## src/rtl/ps2_host_tx.sv

```systemverilog
// PS/2 host-to-device command transmitter driving open-drain pull-low enables.
// Optional macro PS2_HOST_TX_RETRY_EN: retry a failed command once before pulsing error.
module ps2_host_tx #(
  parameter int INHIBIT_CYCLES    = 6000,
  parameter int START_HOLD_CYCLES = 250,
  parameter int TIMEOUT_CYCLES    = 750000
) (
  input  logic       clock,
  input  logic       resetn,
  input  logic [7:0] cmd_data,
  input  logic       cmd_valid,
  output logic       cmd_ready,
  input  logic       ps2_clk_in,
  input  logic       ps2_data_in,
  output logic       ps2_clk_oe,
  output logic       ps2_data_oe,
  output logic       busy,
  output logic       done,
  output logic       error
);

  localparam int IW = (INHIBIT_CYCLES > 1)    ? $clog2(INHIBIT_CYCLES)    : 1;
  localparam int SW = (START_HOLD_CYCLES > 1) ? $clog2(START_HOLD_CYCLES) : 1;
  localparam int TW = (TIMEOUT_CYCLES > 1)    ? $clog2(TIMEOUT_CYCLES)    : 1;

  typedef enum logic [2:0] {
    IDLE, INHIBIT, START, SEND, ACK, WAIT_IDLE, FAIL
  } state_t;

  state_t        state, state_nxt;
  logic [2:0]    clk_sync;
  logic [1:0]    data_sync;
  logic [7:0]    cmd_byte;
  logic          parity;
  logic [IW-1:0] inh_cnt;
  logic [SW-1:0] st_cnt;
  logic [TW-1:0] tmo_cnt;
  logic [3:0]    bit_cnt;
  logic          data_low;
  logic          clk_s, data_s, fall, tmo_hit;
`ifdef PS2_HOST_TX_RETRY_EN
  logic          retried;
`endif

  // clk_sync[2] is the previous synced sample, used only for edge detection
  assign clk_s   = clk_sync[1];
  assign data_s  = data_sync[1];
  assign fall    = clk_sync[2] & ~clk_sync[1];
  assign tmo_hit = (tmo_cnt == TW'(TIMEOUT_CYCLES - 1));

  assign cmd_ready = (state == IDLE);
  assign busy      = ~cmd_ready;

  always_ff @(posedge clock or negedge resetn) begin
    if (!resetn) begin
      clk_sync  <= '1;
      data_sync <= '1;
    end else begin
      clk_sync  <= {clk_sync[1:0], ps2_clk_in};
      data_sync <= {data_sync[0], ps2_data_in};
    end
  end

  always_ff @(posedge clock or negedge resetn) begin
    if (!resetn) state <= IDLE;
    else         state <= state_nxt;
  end

  always_comb begin
    state_nxt   = state;
    ps2_clk_oe  = 1'b0;
    ps2_data_oe = 1'b0;
    done        = 1'b0;
    error       = 1'b0;
    case (state)
      IDLE:      if (cmd_valid) state_nxt = INHIBIT;
      INHIBIT: begin
        ps2_clk_oe = 1'b1;
        if (inh_cnt == IW'(INHIBIT_CYCLES - 1)) state_nxt = START;
      end
      START: begin
        ps2_clk_oe  = 1'b1;
        ps2_data_oe = 1'b1;
        if (st_cnt == SW'(START_HOLD_CYCLES - 1)) state_nxt = SEND;
      end
      SEND: begin
        ps2_data_oe = data_low;
        if (tmo_hit)                           state_nxt = FAIL;
        else if (fall && bit_cnt == 4'd9)      state_nxt = ACK;
      end
      ACK: begin
        if (tmo_hit)   state_nxt = FAIL;
        else if (fall) state_nxt = data_s ? FAIL : WAIT_IDLE;
      end
      WAIT_IDLE: begin
        // a completed handshake wins over a timeout landing on the same cycle
        if (clk_s && data_s) begin
          done      = 1'b1;
          state_nxt = IDLE;
        end else if (tmo_hit) begin
          state_nxt = FAIL;
        end
      end
      FAIL: begin
`ifdef PS2_HOST_TX_RETRY_EN
        if (!retried) begin
          state_nxt = INHIBIT;
        end else begin
          error     = 1'b1;
          state_nxt = IDLE;
        end
`else
        error     = 1'b1;
        state_nxt = IDLE;
`endif
      end
      default:   state_nxt = IDLE;
    endcase
  end

  always_ff @(posedge clock or negedge resetn) begin
    if (!resetn) begin
      cmd_byte <= '0;
      parity   <= 1'b0;
      inh_cnt  <= '0;
      st_cnt   <= '0;
      tmo_cnt  <= '0;
      bit_cnt  <= '0;
      data_low <= 1'b0;
    end else begin
      if (state == IDLE && cmd_valid) begin
        cmd_byte <= cmd_data;
        parity   <= ~^cmd_data;
      end
      inh_cnt <= (state == INHIBIT && state_nxt == INHIBIT) ? inh_cnt + 1'b1 : '0;
      st_cnt  <= (state == START && state_nxt == START)     ? st_cnt + 1'b1  : '0;
      // zero outside the transfer window, so it is clear on SEND entry
      if (state == SEND || state == ACK || state == WAIT_IDLE) begin
        if (!tmo_hit) tmo_cnt <= tmo_cnt + 1'b1;
      end else begin
        tmo_cnt <= '0;
      end
      if (state == SEND) begin
        if (fall) bit_cnt <= bit_cnt + 1'b1;
      end else begin
        bit_cnt <= '0;
      end
      if (state == START) begin
        data_low <= 1'b1;
      end else if (state == SEND) begin
        if (fall) begin
          if (bit_cnt < 4'd8)       data_low <= ~cmd_byte[bit_cnt[2:0]];
          else if (bit_cnt == 4'd8) data_low <= ~parity;
          else                      data_low <= 1'b0;
        end
      end else begin
        data_low <= 1'b0;
      end
    end
  end

`ifdef PS2_HOST_TX_RETRY_EN
  always_ff @(posedge clock or negedge resetn) begin
    if (!resetn)              retried <= 1'b0;
    else if (state == FAIL)   retried <= 1'b1;
    else if (state == IDLE)   retried <= 1'b0;
  end
`endif

endmodule

```

## config.mk

```make
export PLATFORM = sky130hd
export DESIGN_NAME = ps2_host_tx
export DESIGN_NICKNAME = d
export VERILOG_FILES = /design/src/rtl/ps2_host_tx.sv
export SDC_FILE = /design/constraint.sdc
export NUM_CORES = 1
export LEC_CHECK = 0
export BUFFER_PORTS_ARGS = -buffer_cell sky130_fd_sc_hd__buf_2
export CAP_MARGIN = 30
export CORE_MARGIN = 3
export CORE_UTILIZATION = 60
export CTS_CLUSTER_DIAMETER = 60
export CTS_CLUSTER_SIZE = 16
export DETAILED_ROUTE_END_ITERATION = 7
export HOLD_SLACK_MARGIN = 0.06
export PLACE_DENSITY = 0.81
export SLEW_MARGIN = 20
export SYNTH_ARGS = -nofsm -noshare
export SYNTH_HDL_FRONTEND = slang
export SYNTH_SLANG_ARGS = --single-unit
export TNS_END_PERCENT = 30
```

## constraint.sdc

```tcl
create_clock -name clock -period 3.3 [get_ports clock]
set_input_delay 0.66 -clock clock [delete_from_list [all_inputs] [get_ports clock]]
set_output_delay 0.66 -clock clock [all_outputs]
set_load 0.05 [all_outputs]
```

==> results.tsv <==
metric	value	unit
DRC marker count from the first detailed-route iteration	74	
P_sw	302.1	uW
Finished Core Util	70.01	%
FF+latch count, synth	63	
vias in the first global route	2116	
worst-margin pin slew	0.6819	ns
mapped cell area	3107	um2
Post-synth EDFFs	0	
latest clock arrival within the worst-skew pair	0.34	ns
PD cells	409.2	nW/um2
vias post-DR	2142	
outcome	finished, final reports clean	
Total Routed Length	5264	um
DP HPWL	3735	um
Pleak	0.001499	uW
routability cong.	0.7902	
post_cts resized	0	
Reg power frac	56.2	%
synth top area cells	dfrtp_1 (47%), nor2_1 (6.4%), xnor2_1 (6.2%)	
Ys Warns	0	
post-route clock period utilization	68.96	%
count leader, synth	dfrtp_1	
post-route setup TNS	0	ns
ratio of cells with drive above 1 in the final layout	16.56	%
# clock sinks	63	
Req. time, crit path	2.64	ns
max-cap check violation count	0	
drt via density	5.450	
register area share after synthesis	50.95	%
final setup fails	0	
RSZ-0062 raised after global routing	no	
die extent in x	77.96	um
CTS clock-pin slew for the worst setup and hold paths	0.07	ns
routed len/inst	13.39	um
first-pass GRT wire length	9508	um
initial antenna violation count	0	
Fin. Hold Viols	0	
GRT Residual Overflow	0	
core area	4848	um2
floorplan row count	25	
CTS tree	done	
sw frac	21.75	%
post-synth cell types	43	
Area growth, synth to finish	9.263	%
Internal Power	1087	uW
Tmin final	2.276	ns
Die Span Y	77.96	um
ANT nets after route	0	
syn_nets	320	
die area	6077	um2
startpoint class of the critical path	flop	
Ports	19	
# port buffers	18	
initial core utilization	64.08	%
H-tree levels	3	
ys async rst share	100.0	%
Critical Path AT	1.62	ns
Post-synth top flop	dfrtp_1	
Syn Area/Cell	10.36	um2
proportion of power drawn by combinational gates	3.2	%
hold_buf cts	0	
# Post-CTS Setup Buffers	0	
Worst slew margin	54.12	%
post-synth top area share	46.72	%
Clock power frac	40.7	%
worst hold path type	primary input to asynchronous set/reset pin	
Peak Freq	0.4394	GHz
Max VDD drop	289.7	uV
largest net degree at the start of global routing	32	
DR DRC count	0	
Clock Tree Buf Depth	2	
gr usage total	20.03	%
post-synthesis cell count	300	
cell taking the most area after synthesis	dfrtp_1	
max-slew violations	0	
ANT cells	0	
drt pass-1 iters	4	
CTS buffer count	9	
CP endpoint kind	primary output	
Worst Skew	0.01050	ns
clk root buf	clkbuf_8	
Crit Path Category	flop to primary output	
Post-synth top cells	dfrtp_1 (58), nor2_1 (53), xnor2_1 (22), xor2_1 (22), nand2_1 (20)	
crit path max fanout	11	
layout net count	341	
[kinds of logic (layout without fill, tap and decap cells)]
group                      count (synthesis)  in the layout  share of synthesized area [%]
AOI/OAI and AO/OA                         18             18                          3.746
xor gates and xnor gates                  44             44                          12.40
adders and majority gates                  7              7                          2.819
buffers and inverters                     20             46                          3.262
DFF                                       63             63                          50.95
muxes                                     12             12                          5.034
and+or+nand+nor                          136            136                          21.79
[registers in the layout, summed over array words and instances (netlist names)]
signal     count
tmo_cnt       20
inh_cnt       13
cmd_byte       8
st_cnt         8
bit_cnt        4
clk_sync       3
state          3
data_sync      2
data_low       1
parity         1
[area by class of cell]
type                    count  area, um2
flip-flops and latches     63       1583
fillers                   380       1454
multi-input cells         217       1423
clock buffers              14      152.6
repair buffers             20      105.1
well taps                  67      83.83
inverters                  10      37.54
clock inverters             2      10.01
[power groups by stage]
stage	clock network (uW)	logic, uW	registers (uW)
after global placement	0	44.4	794
after detailed placement	0	45.5	794
after global routing	619	50.6	780
final	565	44.1	780
after CTS	581	45.6	780
after floorplan	0	17.4	794
[cells in the final DEF (no fill, tap or decap), types with 4 or more instances in the layout]
cell type,n
dfrtp_1,58
nor2_1,53
xor2_1,22
xnor2_1,22
nand2_1,20
buf_2,18
nand3_1,15
clkbuf_8,10
inv_1,9
nand4_1,9
mux2_2,9
and3_1,8
ha_1,7
a21oi_1,6
nor3_1,5
dfstp_2,5
nand2b_1,4
nor2b_1,4
o21ai_0,4
clkbuf_1,4
[path summary, 6_finish.rpt]
path | end | slack, ns | start | depth (start not counted)
hold / removal | state[1] | 0.22 | resetn | 1
setup / recovery | cmd_ready | 1.02 | state[1] | 3
hold reg to reg | clk_sync[1] | 0.36 | clk_sync[0] | 0
max in group asynchronous | data_sync[0] | 2.32 | resetn | 2
min in group clock | clk_sync[1] | 0.36 | clk_sync[0] | 0
setup reg to reg | tmo_cnt[14] | 1.34 | tmo_cnt[0] | 6
[worst max-delay path, stage by stage (launching register included)]
cell and delay, ns:
dfrtp_1 0.51, or3_1 0.43, inv_1 0.07, buf_2 0.26
[routing by layer]
layer  vias to the layer above  share of wire [%]  track usage (%)
met4                         0                2.6            9.615
met1                      1043                 44            24.15
met2                        32                 50            32.71
met3                        15                3.7            6.148
li1                       1052                  -                -
met5                         -                  0                0
[stage by stage]
stage	hold slack (ns)	worst slack, ns	total power (uW)	cells	area (um2)
finish	0.2206	1.024	1389	393	3395
global route	0.2332	0.9235	1450	393	3395
CTS	0.2214	1.009	1406	393	3395
detailed placement	0.3484	1.371	839.6	377	3232
global placement	0.3467	1.409	838.5	377	3232
floorplan	0.3452	1.006	811.0	300	3107
(Power assumes the default switching activity.)
